==> src/rtl/bomb_countdown_display.sv <==
// Countdown timer for the bomb-defusal game: BCD seconds count with strike penalties,
// defuse/explode outcomes, and a multiplexed common-anode seven-segment scan.

module bomb_bcd_dec_digit (
  input  logic [3:0] d,
  input  logic       borrow_in,
  output logic [3:0] q,
  output logic       borrow_out
);
  always_comb begin
    borrow_out = borrow_in && (d == 4'd0);
    if (!borrow_in)     q = d;
    else if (d == 4'd0) q = 4'd9;
    else                q = d - 4'd1;
  end
endmodule

module bomb_countdown_display #(
  parameter int CLK_HZ          = 100000000,
  parameter int NUM_DIGITS      = 4,
  parameter int START_SECONDS   = 45,
  parameter int ALARM_THRESHOLD = 7,
  parameter int PENALTY_SECONDS = 5,
  parameter int DIGIT_TICKS     = 262144
) (
  input  logic                  clock_100Mhz,
  input  logic                  reset,
  input  logic                  start,
  input  logic                  defuse,
  input  logic                  strike,
  output logic                  running,
  output logic                  defused,
  output logic                  alarm,
  output logic                  noTime,
  output logic [NUM_DIGITS-1:0] Anode_Activate,
  output logic [6:0]            LED_out
);
  localparam int PW  = (CLK_HZ > 1) ? $clog2(CLK_HZ) : 1;
  localparam int RW  = (DIGIT_TICKS > 1) ? $clog2(DIGIT_TICKS) : 1;
  localparam int IW  = (NUM_DIGITS > 1) ? $clog2(NUM_DIGITS) : 1;
  localparam int PCW = $clog2(PENALTY_SECONDS + 1);

  function automatic logic [4*NUM_DIGITS-1:0] to_bcd(input int v);
    logic [4*NUM_DIGITS-1:0] r;
    int x;
    r = '0;
    x = v;
    for (int i = 0; i < NUM_DIGITS; i++) begin
      r[4*i +: 4] = 4'(x % 10);
      x = x / 10;
    end
    return r;
  endfunction

  function automatic logic [6:0] seg7(input logic [3:0] d);
    case (d)
      4'd0:    return 7'b0000001;
      4'd1:    return 7'b1001111;
      4'd2:    return 7'b0010010;
      4'd3:    return 7'b0000110;
      4'd4:    return 7'b1001100;
      4'd5:    return 7'b0100100;
      4'd6:    return 7'b0100000;
      4'd7:    return 7'b0001111;
      4'd8:    return 7'b0000000;
      4'd9:    return 7'b0000100;
      default: return 7'b1111111;
    endcase
  endfunction

  typedef enum logic [2:0] {IDLE, RUNNING, PENALTY, DEFUSED, EXPLODED} state_t;

  // {running, defused, noTime} for a given state
  function automatic logic [2:0] flags(input state_t s);
    case (s)
      RUNNING, PENALTY: return 3'b100;
      DEFUSED:          return 3'b010;
      EXPLODED:         return 3'b001;
      default:          return 3'b000;
    endcase
  endfunction

  localparam logic [4*NUM_DIGITS-1:0] START_BCD = to_bcd(START_SECONDS);
  localparam logic [4*NUM_DIGITS-1:0] ALARM_BCD = to_bcd(ALARM_THRESHOLD);
  localparam state_t START_STATE = (START_SECONDS == 0) ? EXPLODED : RUNNING;
  localparam logic [NUM_DIGITS-1:0] LEFT_EN = NUM_DIGITS'(1) << (NUM_DIGITS - 1);
  localparam logic [IW-1:0] LAST_IDX = IW'(NUM_DIGITS - 1);

  state_t                       state;
  logic [NUM_DIGITS-1:0][3:0]   count;
  logic [NUM_DIGITS-1:0][3:0]   count_dec;
  logic [NUM_DIGITS-1:0][3:0]   count_next;
  logic [NUM_DIGITS:0]          borrow;
  logic [PW-1:0]                prescaler;
  logic [PCW-1:0]               pen_cnt;
  logic [RW-1:0]                refresh;
  logic [IW-1:0]                digit_idx;
  logic                         count_zero;
  logic                         hit_zero;
  logic                         alarm_zone;

  // Borrow ripples from the least-significant digit; a borrow out of the top means count==0.
  assign borrow[0] = 1'b1;
  for (genvar i = 0; i < NUM_DIGITS; i++) begin : g_dec
    bomb_bcd_dec_digit u_dig (
      .d          (count[i]),
      .borrow_in  (borrow[i]),
      .q          (count_dec[i]),
      .borrow_out (borrow[i+1])
    );
  end

  assign count_zero = borrow[NUM_DIGITS];
  assign count_next = count_zero ? count : count_dec;
  assign hit_zero   = (count_next == '0);
  assign alarm_zone = !hit_zero && (count_next <= ALARM_BCD);

  always_ff @(posedge clock_100Mhz) begin
    if (reset) begin
      state                      <= IDLE;
      {running, defused, noTime} <= 3'b000;
      count                      <= START_BCD;
      prescaler                  <= '0;
      pen_cnt                    <= '0;
      alarm                      <= 1'b0;
    end else if (start) begin
      state                      <= START_STATE;
      {running, defused, noTime} <= flags(START_STATE);
      count                      <= START_BCD;
      prescaler                  <= '0;
      pen_cnt                    <= '0;
      alarm                      <= 1'b0;
    end else begin
      case (state)
        RUNNING: begin
          if (defuse) begin
            state                      <= DEFUSED;
            {running, defused, noTime} <= flags(DEFUSED);
            alarm                      <= 1'b0;
          end else if (strike) begin
            state                      <= PENALTY;
            {running, defused, noTime} <= flags(PENALTY);
            pen_cnt                    <= PCW'(PENALTY_SECONDS);
            alarm                      <= 1'b0;
          end else if (prescaler == PW'(CLK_HZ - 1)) begin
            prescaler <= '0;
            count     <= count_next;
            if (hit_zero) begin
              state                      <= EXPLODED;
              {running, defused, noTime} <= flags(EXPLODED);
              alarm                      <= 1'b0;
            end else begin
              alarm <= alarm_zone ? ~alarm : 1'b0;
            end
          end else begin
            prescaler <= prescaler + 1'b1;
          end
        end
        PENALTY: begin
          // prescaler is held so the second boundary resumes where it left off
          if (defuse) begin
            state                      <= DEFUSED;
            {running, defused, noTime} <= flags(DEFUSED);
          end else begin
            count   <= count_next;
            pen_cnt <= pen_cnt - 1'b1;
            if (hit_zero) begin
              state                      <= EXPLODED;
              {running, defused, noTime} <= flags(EXPLODED);
            end else if (pen_cnt == PCW'(1)) begin
              state                      <= RUNNING;
              {running, defused, noTime} <= flags(RUNNING);
            end
          end
        end
        default: ;
      endcase
    end
  end

  // Anode and cathodes are both registered from digit_idx, so they switch together.
  always_ff @(posedge clock_100Mhz) begin
    if (reset) begin
      refresh        <= '0;
      digit_idx      <= '0;
      Anode_Activate <= '1;
      LED_out        <= 7'b1111111;
    end else begin
      if (refresh == RW'(DIGIT_TICKS - 1)) begin
        refresh   <= '0;
        digit_idx <= (digit_idx == LAST_IDX) ? '0 : digit_idx + 1'b1;
      end else begin
        refresh <= refresh + 1'b1;
      end
      Anode_Activate <= ~(LEFT_EN >> digit_idx);
      LED_out        <= seg7(count[LAST_IDX - digit_idx]);
    end
  end
endmodule

==> config.mk <==
export PLATFORM = sky130hd
export DESIGN_NAME = bomb_countdown_display
export DESIGN_NICKNAME = d
export VERILOG_FILES = /design/src/rtl/bomb_countdown_display.sv
export SDC_FILE = /design/constraint.sdc
export NUM_CORES = 1
export LEC_CHECK = 0
export ABC_AREA = 0
export BUFFER_PORTS_ARGS = -buffer_cell sky130_fd_sc_hd__buf_2
export CORE_MARGIN = 2
export CORE_UTILIZATION = 40
export DETAILED_ROUTE_END_ITERATION = 10
export GPL_TIMING_DRIVEN = 0
export MAX_ROUTING_LAYER = met4
export PLACE_DENSITY = 0.69
export SYNTH_ARGS = -nofsm -noshare
export SYNTH_HDL_FRONTEND = slang
export SYNTH_SLANG_ARGS = --single-unit
==> constraint.sdc <==
create_clock -name clock_100Mhz -period 2.2 [get_ports clock_100Mhz]
set_input_delay 0.44 -clock clock_100Mhz [delete_from_list [all_inputs] [get_ports clock_100Mhz]]
set_output_delay 0.44 -clock clock_100Mhz [all_outputs]
set_load 0.02 [all_outputs]
; Word-level counts from Yosys, hierarchy flattened
; Memory sizes are Yosys's and may differ from the RTL's. A register that Yosys moved wholly into a read port is not among the register bits.
; Index checks and enable logic that the tools add are counted.
[totals]
memories = 1
romBits = 112
out_inout_bits = 15
wordCells = 127
input_bits = 5
register_bits = 77
[mem_list]
columns = name, words, word_bits, rd, rd_ports_with_merged_regs, write_ports, line_no
row1 = (no name shown), 16, 7, 1, 1, 0, 56  ; case (d)
[classes]
order_cmp = 2
mux = 57
shifts = 1
reduce_logical = 21
bitwise_logic = 4
add_sub_neg = 9
n_eq_ne = 17
[op_table]
columns = operator, count
row1 = $mux W16, 5
row2 = $mux W4, 8
row3 = $pmux W16 S2, 1
row4 = $mux W3, 10
row5 = $add A27 B1 Y27 const B, 1
row6 = $eq A27 B27 Y1 const B, 1
row7 = $mux W27, 1
row8 = $mux W1, 25
row9 = $add A18 B1 Y18 const B, 1
row10 = $eq A18 B18 Y1 const B, 1
row11 = $le A16 B3 Y1 const B, 1
row12 = $logic_not A16 Y1, 1
row13 = $logic_not A4 Y1, 4
row14 = $sub A4 B1 Y4 const B, 4
row15 = $ne A5 B5 Y1 const B, 3
row16 = $ne A4 B4 Y1 const B, 3
row17 = $pmux W3 S2, 2
row18 = $reduce_and A4 Y1, 3
row19 = $ne A2 B2 Y1 const B, 5
row20 = $bmux W4 S2, 1
row21 = $eq A3 B1 Y1 const B, 2
row22 = $pmux W1 S2, 3
row23 = $reduce_bool A3 Y1, 2
row24 = $reduce_and A5 Y1, 1
row25 = 16 further kinds, 22

; Logic depth before layout (Yosys ltp)
[depth]
depth_word = 13
mapped_depth = 9
mapped_depth_nobuf = 7

; By module
; A second synthesis with hierarchy kept.
[hier_totals]
hier_cells = 476
area_unflattened_um2 = 4199.0
[by_module_without_submodules]
columns = mod, seq_area_each_um2, area_per_inst_um2, cells_each, instances
row1 = bomb_countdown_display, 1661.6, 3883.7, 432, 1
row2 = bomb_bcd_dec_digit, 0.0, 78.8, 11, 4

; Worst setup path after synthesis
; OpenSTA, ideal clock, no wires.
[synth_timing]
kind = reg-to-reg
from = register noTime (netlist name)
to = register state[0]
required_ps = 2078
slack_ps = 9
stages_incl_launch_ff = 7
setup_ps = 122
synth_period_minus_slack_ps = 2191
path_buffers = 0
t_arrival_ps = 2069
cell_sequence = dfxtp_1 or4b_2 nor2_4 o31ai_1 a21oi_1 nor2_1 o31a_2
[synth_lines]
columns = item, line_no
row1 = to (signal assigned), 120  ; state <= IDLE;
row2 = to (signal assigned), 127  ; state <= START_STATE;
row3 = to (signal assigned), 137  ; state <= DEFUSED;
row4 = to (decl), 89  ; state_t state;

; Worst setup path after layout
[layout_timing]
from = register prescaler[11]
to = register count[14] (netlist bit)
[layout_via]
elab_chain_len = 3
[layout_rtl]
columns = item, line_no
row1 = from (decl), 94  ; logic [PW-1:0] prescaler;
row2 = from (signal assigned), 156  ; prescaler <= prescaler + 1'b1;
row3 = $eq A27 B27 Y1, 145  ; end else if (prescaler == PW'(CLK_HZ - 1)) begin
row4 = $ne A2 B2 Y1 (no source line), n/a
row5 = $reduce_and A5 Y1 (no source line), n/a
row6 = to (signal assigned), 147  ; count <= count_next;
row7 = to (signal assigned), 165  ; count <= count_next;
row8 = to (decl), 90  ; logic [NUM_DIGITS-1:0][3:0] count;
; Every way passes these cells.
; A chain may end at the register's enable or synchronous reset.

==> results list <==
- The die is 105.0 microns tall.
- For the worst setup path, the data arrival time is roughly 2.5 ns.
- Entering global routing, the biggest net connects 14 pins.
- 20 I/O pins were placed.
- The clock arrives with roughly 0.017 ns of skew.
- For flop-to-flop paths, the worst setup slack is about 0.0018 ns.
- Final critical-path required period: 2.198 ns
- TritonCTS built the clock tree.
- Yosys printed 0 warnings.
* All-Layer GR Usage: ~17%
* Path class of the lowest-slack min-delay path: input port to flip-flop
* Data required time at the worst endpoint: 2.50 ns
- Of all nets on the critical path, the largest fanout is 7.
- For this design, the CTS-stage hold fixing added 0 buffers.
- The worst setup path is captured at a flip-flop.
- The worst pin sits at a relative slew slack of 53.86%.
- Global routing met2 resource utilization: between 20% and 30%
- Total count of max-transition violations in the final report: 0
- Total negative slack: 0 ns
- At the end of routability-driven placement, the weighted congestion stood at 0.8779.
* Number of remaining DRC errors: 0
- Synthesis produced a netlist with a net count of 484.
- Placed wire-length estimate: 6.231 mm
- Class of the most critical setup path: flip-flop to flip-flop
- The area growth from synthesis to layout is 15.19%.
* Die ar.: about 0.011 sq mm
* Count of buffers from port buffering: 18
* Endpoints failing hold: 0
* Fmax: around 450 MHz
- Total congestion overflow: 0
* Pre-CTS worst setup slack: -0.3623 ns
- In this run the cell area measured after placement is 0.004334 sq mm.
- The via count of the first global-routing pass is around 3,300.
* Kind of launch point of the worst setup path: flip-flop
* Async set or reset register ratio after synthesis: 0%
* Average size of a mapped cell: roughly 9 sq um
* Deepest level of the CTS H-tree: 3
- Fraction of final layout cells with drive strength greater than 1: approximately a fifth
- Dividing the detail-routed wire length by the instance count gives 14.06 microns.
- Leak Pwr: between 0.0015 and 0.002 uW
- Root buffer cell: sky130_fd_sc_hd__clkbuf_8
- Combined area of the multi-input logic cells: 0.002429 sq mm
* Min-Delay Startpoint: start
- Core box area: 0.009819 sq mm
- Filler Cells Inserted: 998
- Non-filler cells, final: around 630
* Antenna fix cells: 0
* Largest vdd supply drop: around 0.4 mV
* Sequential-to-total area share from yosys stat: about two fifths
- At the pin with the least slew margin, the transition time is roughly 0.7 ns.
* Power density normalized to cell area: roughly 570 mW/mm^2
- After routing the design area is 0.004697 sq mm.
- Setup repair after global routing missed its margin: true
- Synthesis instantiated 63 different standard cells from the library.
- In this run the worst setup path begins at prescaler[11]$_SDFFE_PP0P_.
- Share of the core filled with cells in the final layout: a little under half
- The worst path uses 99.92% of the clock period.
- Netlist area before placement: ~0.0041 sq mm
- For this run, the detailed router's first-pass iteration total came to 4.
* Antenna-violating nets left: 0
- For this configuration, the core starts out at a cell density of 41.53%.
* Commonest non-fill, non-tap cells in the layout: sky130_fd_sc_hd__nor2_1 (78), sky130_fd_sc_hd__dfxtp_1 (74), sky130_fd_sc_hd__nand2_1 (39)
- Width of the die: ~100 microns
* Storage element area: approximately 0.0017 sq mm
- The floorplan has 36 rows.
* Maximum Capacitance Violations: 0
* Dominant synthesized flop cell: sky130_fd_sc_hd__dfxtp_1
* Reg-to-reg startpoint: prescaler[11]$_SDFFE_PP0P_
- Clock-pin slew was measured on the worst setup and hold paths at ~0.08 ns.
* Most common library cell in the layout ignoring fill and taps: sky130_fd_sc_hd__nor2_1
* Number of synthesized register bits: 83
* Clock Sinks: slightly above 80
* Mapped Cells: roughly 470
- Number of buffers created by CTS: 9
* Clock tree buffer depth: 2
- # nets final: slightly above 500
- The run finished with clean final reports.
- Total wirelength of the detailed-routed design: around 8.9 mm
- Detailed routing inserted a total of 3,378 vias.
- Global routing used 21.68% of the available met1 tracks.
- Global routing used about 4.2% of the available met3 tracks.
- Clock latency on the worst-skew pair, taken at its later pin, is 0.37 ns.
- Setup violations remaining at the end of the flow were counted as 0.
* Via-per-instance ratio: between 5 and 6
* Wire length of the first global-routing pass: roughly 15 mm
- DRC violation total after the first TritonRoute iteration: roughly 180
- The initial antenna violation count came to 0.
- Worst setup slack after layout: between 0.0015 and 0.002 ns
* Number of synthesized flops with an enable pin: 0
- In this run, placement finished with an instance count of between 600 and 700.
- Top Usage Layer GRT: met2
==> Yosys cell counts (all sizes together) (2+ instances only) <==
master,count,area share [%]
a211o,3,0.64
a21oi,23,2.8
and2,2,0.31
and3,10,1.6
and4,4,0.86
buf,6,1.0
clkbuf,10,0.92
dfxtp,83,41
ha,14,4.3
inv,12,1.1
mux2i,7,1.7
mux4,4,2.2
nand2,40,3.9
nand2b,5,0.77
nand3,19,2.3
nand4,10,1.7
nor2,81,7.7
nor2b,2,0.31
nor3,15,1.8
nor3b,2,0.37
nor4,10,2.3
nor4b,2,0.80
o211ai,5,0.92
o21ai,14,1.8
o22ai,2,0.31
o31a,3,0.68
o31ai,3,0.55
o41ai,2,0.43
or2,3,0.46
or3,3,0.49
or3b,2,0.43
or4,5,0.92
or4b,2,0.49
xnor2,18,3.9
xor2,25,5.4
==> final cells by class <==
cell class | instances | area share, %
multi-input cells | 353 | 51.70
flip-flops and latches | 83 | 35.67
well taps | 133 | 3.543
clock buffers | 12 | 3.090
repair buffers | 22 | 2.637
plain buffers | 15 | 1.838
inverters | 12 | 0.9590
clock inverters | 4 | 0.5594
==> per-layer routing <==
metal  part of all wire, %  vias to the layer above  wire length [microns]
met5                     0                        -                      0
met4                   1.0                        0                     90
met3                   3.1                        6                    279
met2                    49                       47                   4335
met1                    47                     1633                   4211
li1                      -                     1692                      -
==> timing repair <==
item	4_1_cts	5_1_grt
endpoints found under the setup margin	50	20
pin swaps	6	6
setup buffers	2	2
gates resized for setup	28	13
==> final timing paths <==
kind                            end  cells after the start
max          count[14]$_SDFFE_PP0P_                      8
min            running$_SDFFE_PP0P_                      2
max reg2reg  count[14]$_SDFFE_PP0P_                      8
min reg2reg   refresh[0]$_SDFF_PP0_                      1
==> cells by family (layout without fill, tap and decap cells) <==
group,count (synthesis),after routing,synth area share (%)
AND/OR/NAND/NOR,221,221,28.35
flip-flops,83,83,40.75
AO/OA/AOI/OAI,64,64,10.19
XOR/XNOR,43,43,9.236
buffers and inverters,29,65,3.252
adder cells (fa/ha/maj),14,14,4.296
multiplexers,11,11,3.928
==> critical path, stage by stage, from the launching register on <==
cell                      delay, ns
sky130_fd_sc_hd__dfxtp_2       0.36
sky130_fd_sc_hd__nor4b_4       0.29
sky130_fd_sc_hd__nand4_1       0.12
sky130_fd_sc_hd__buf_4         0.17
sky130_fd_sc_hd__nor4_4        0.26
sky130_fd_sc_hd__buf_6         0.17
sky130_fd_sc_hd__o21ai_2       0.10
sky130_fd_sc_hd__or4b_4        0.53
sky130_fd_sc_hd__a21oi_2       0.13
==> power by group <==
| part | switching [uW] | leakage, uW | internal, uW | total, uW |
|---|---|---|---|---|
| Sequential | 18.0 | 0.000677 | 1520 | 1540 |
| Clock | 547 | 0.0000863 | 440 | 987 |
| Combinational | 104 | 0.000869 | 53.9 | 158 |
| Total | 669 | 0.00163 | 2010 | 2680 |
==> metrics by stage <==
step / power, uW / hold WS, ns
2_1_floorplan: 1677 / 0.4179
3_3_place_gp: 1722 / 0.4284
3_5_place_dp: 1725 / 0.4416
4_1_cts: 2708 / 0.3619
5_1_grt: 2785 / 0.3819
6_report: 2683 / 0.3790
==> state kept, by name, indices dropped and copies added, names as in the netlist <==
| signal | count |
|---|---|
| pen_cnt | 3 |
| count | 16 |
| prescaler | 27 |
| running | 1 |
| LED_out | 7 |
| noTime | 1 |
| Anode_Activate | 4 |
| defused | 1 |
| digit_idx | 2 |
| refresh | 18 |
| alarm | 1 |
| state | 2 |
Note: power is estimated with default switching activity, not from simulation.
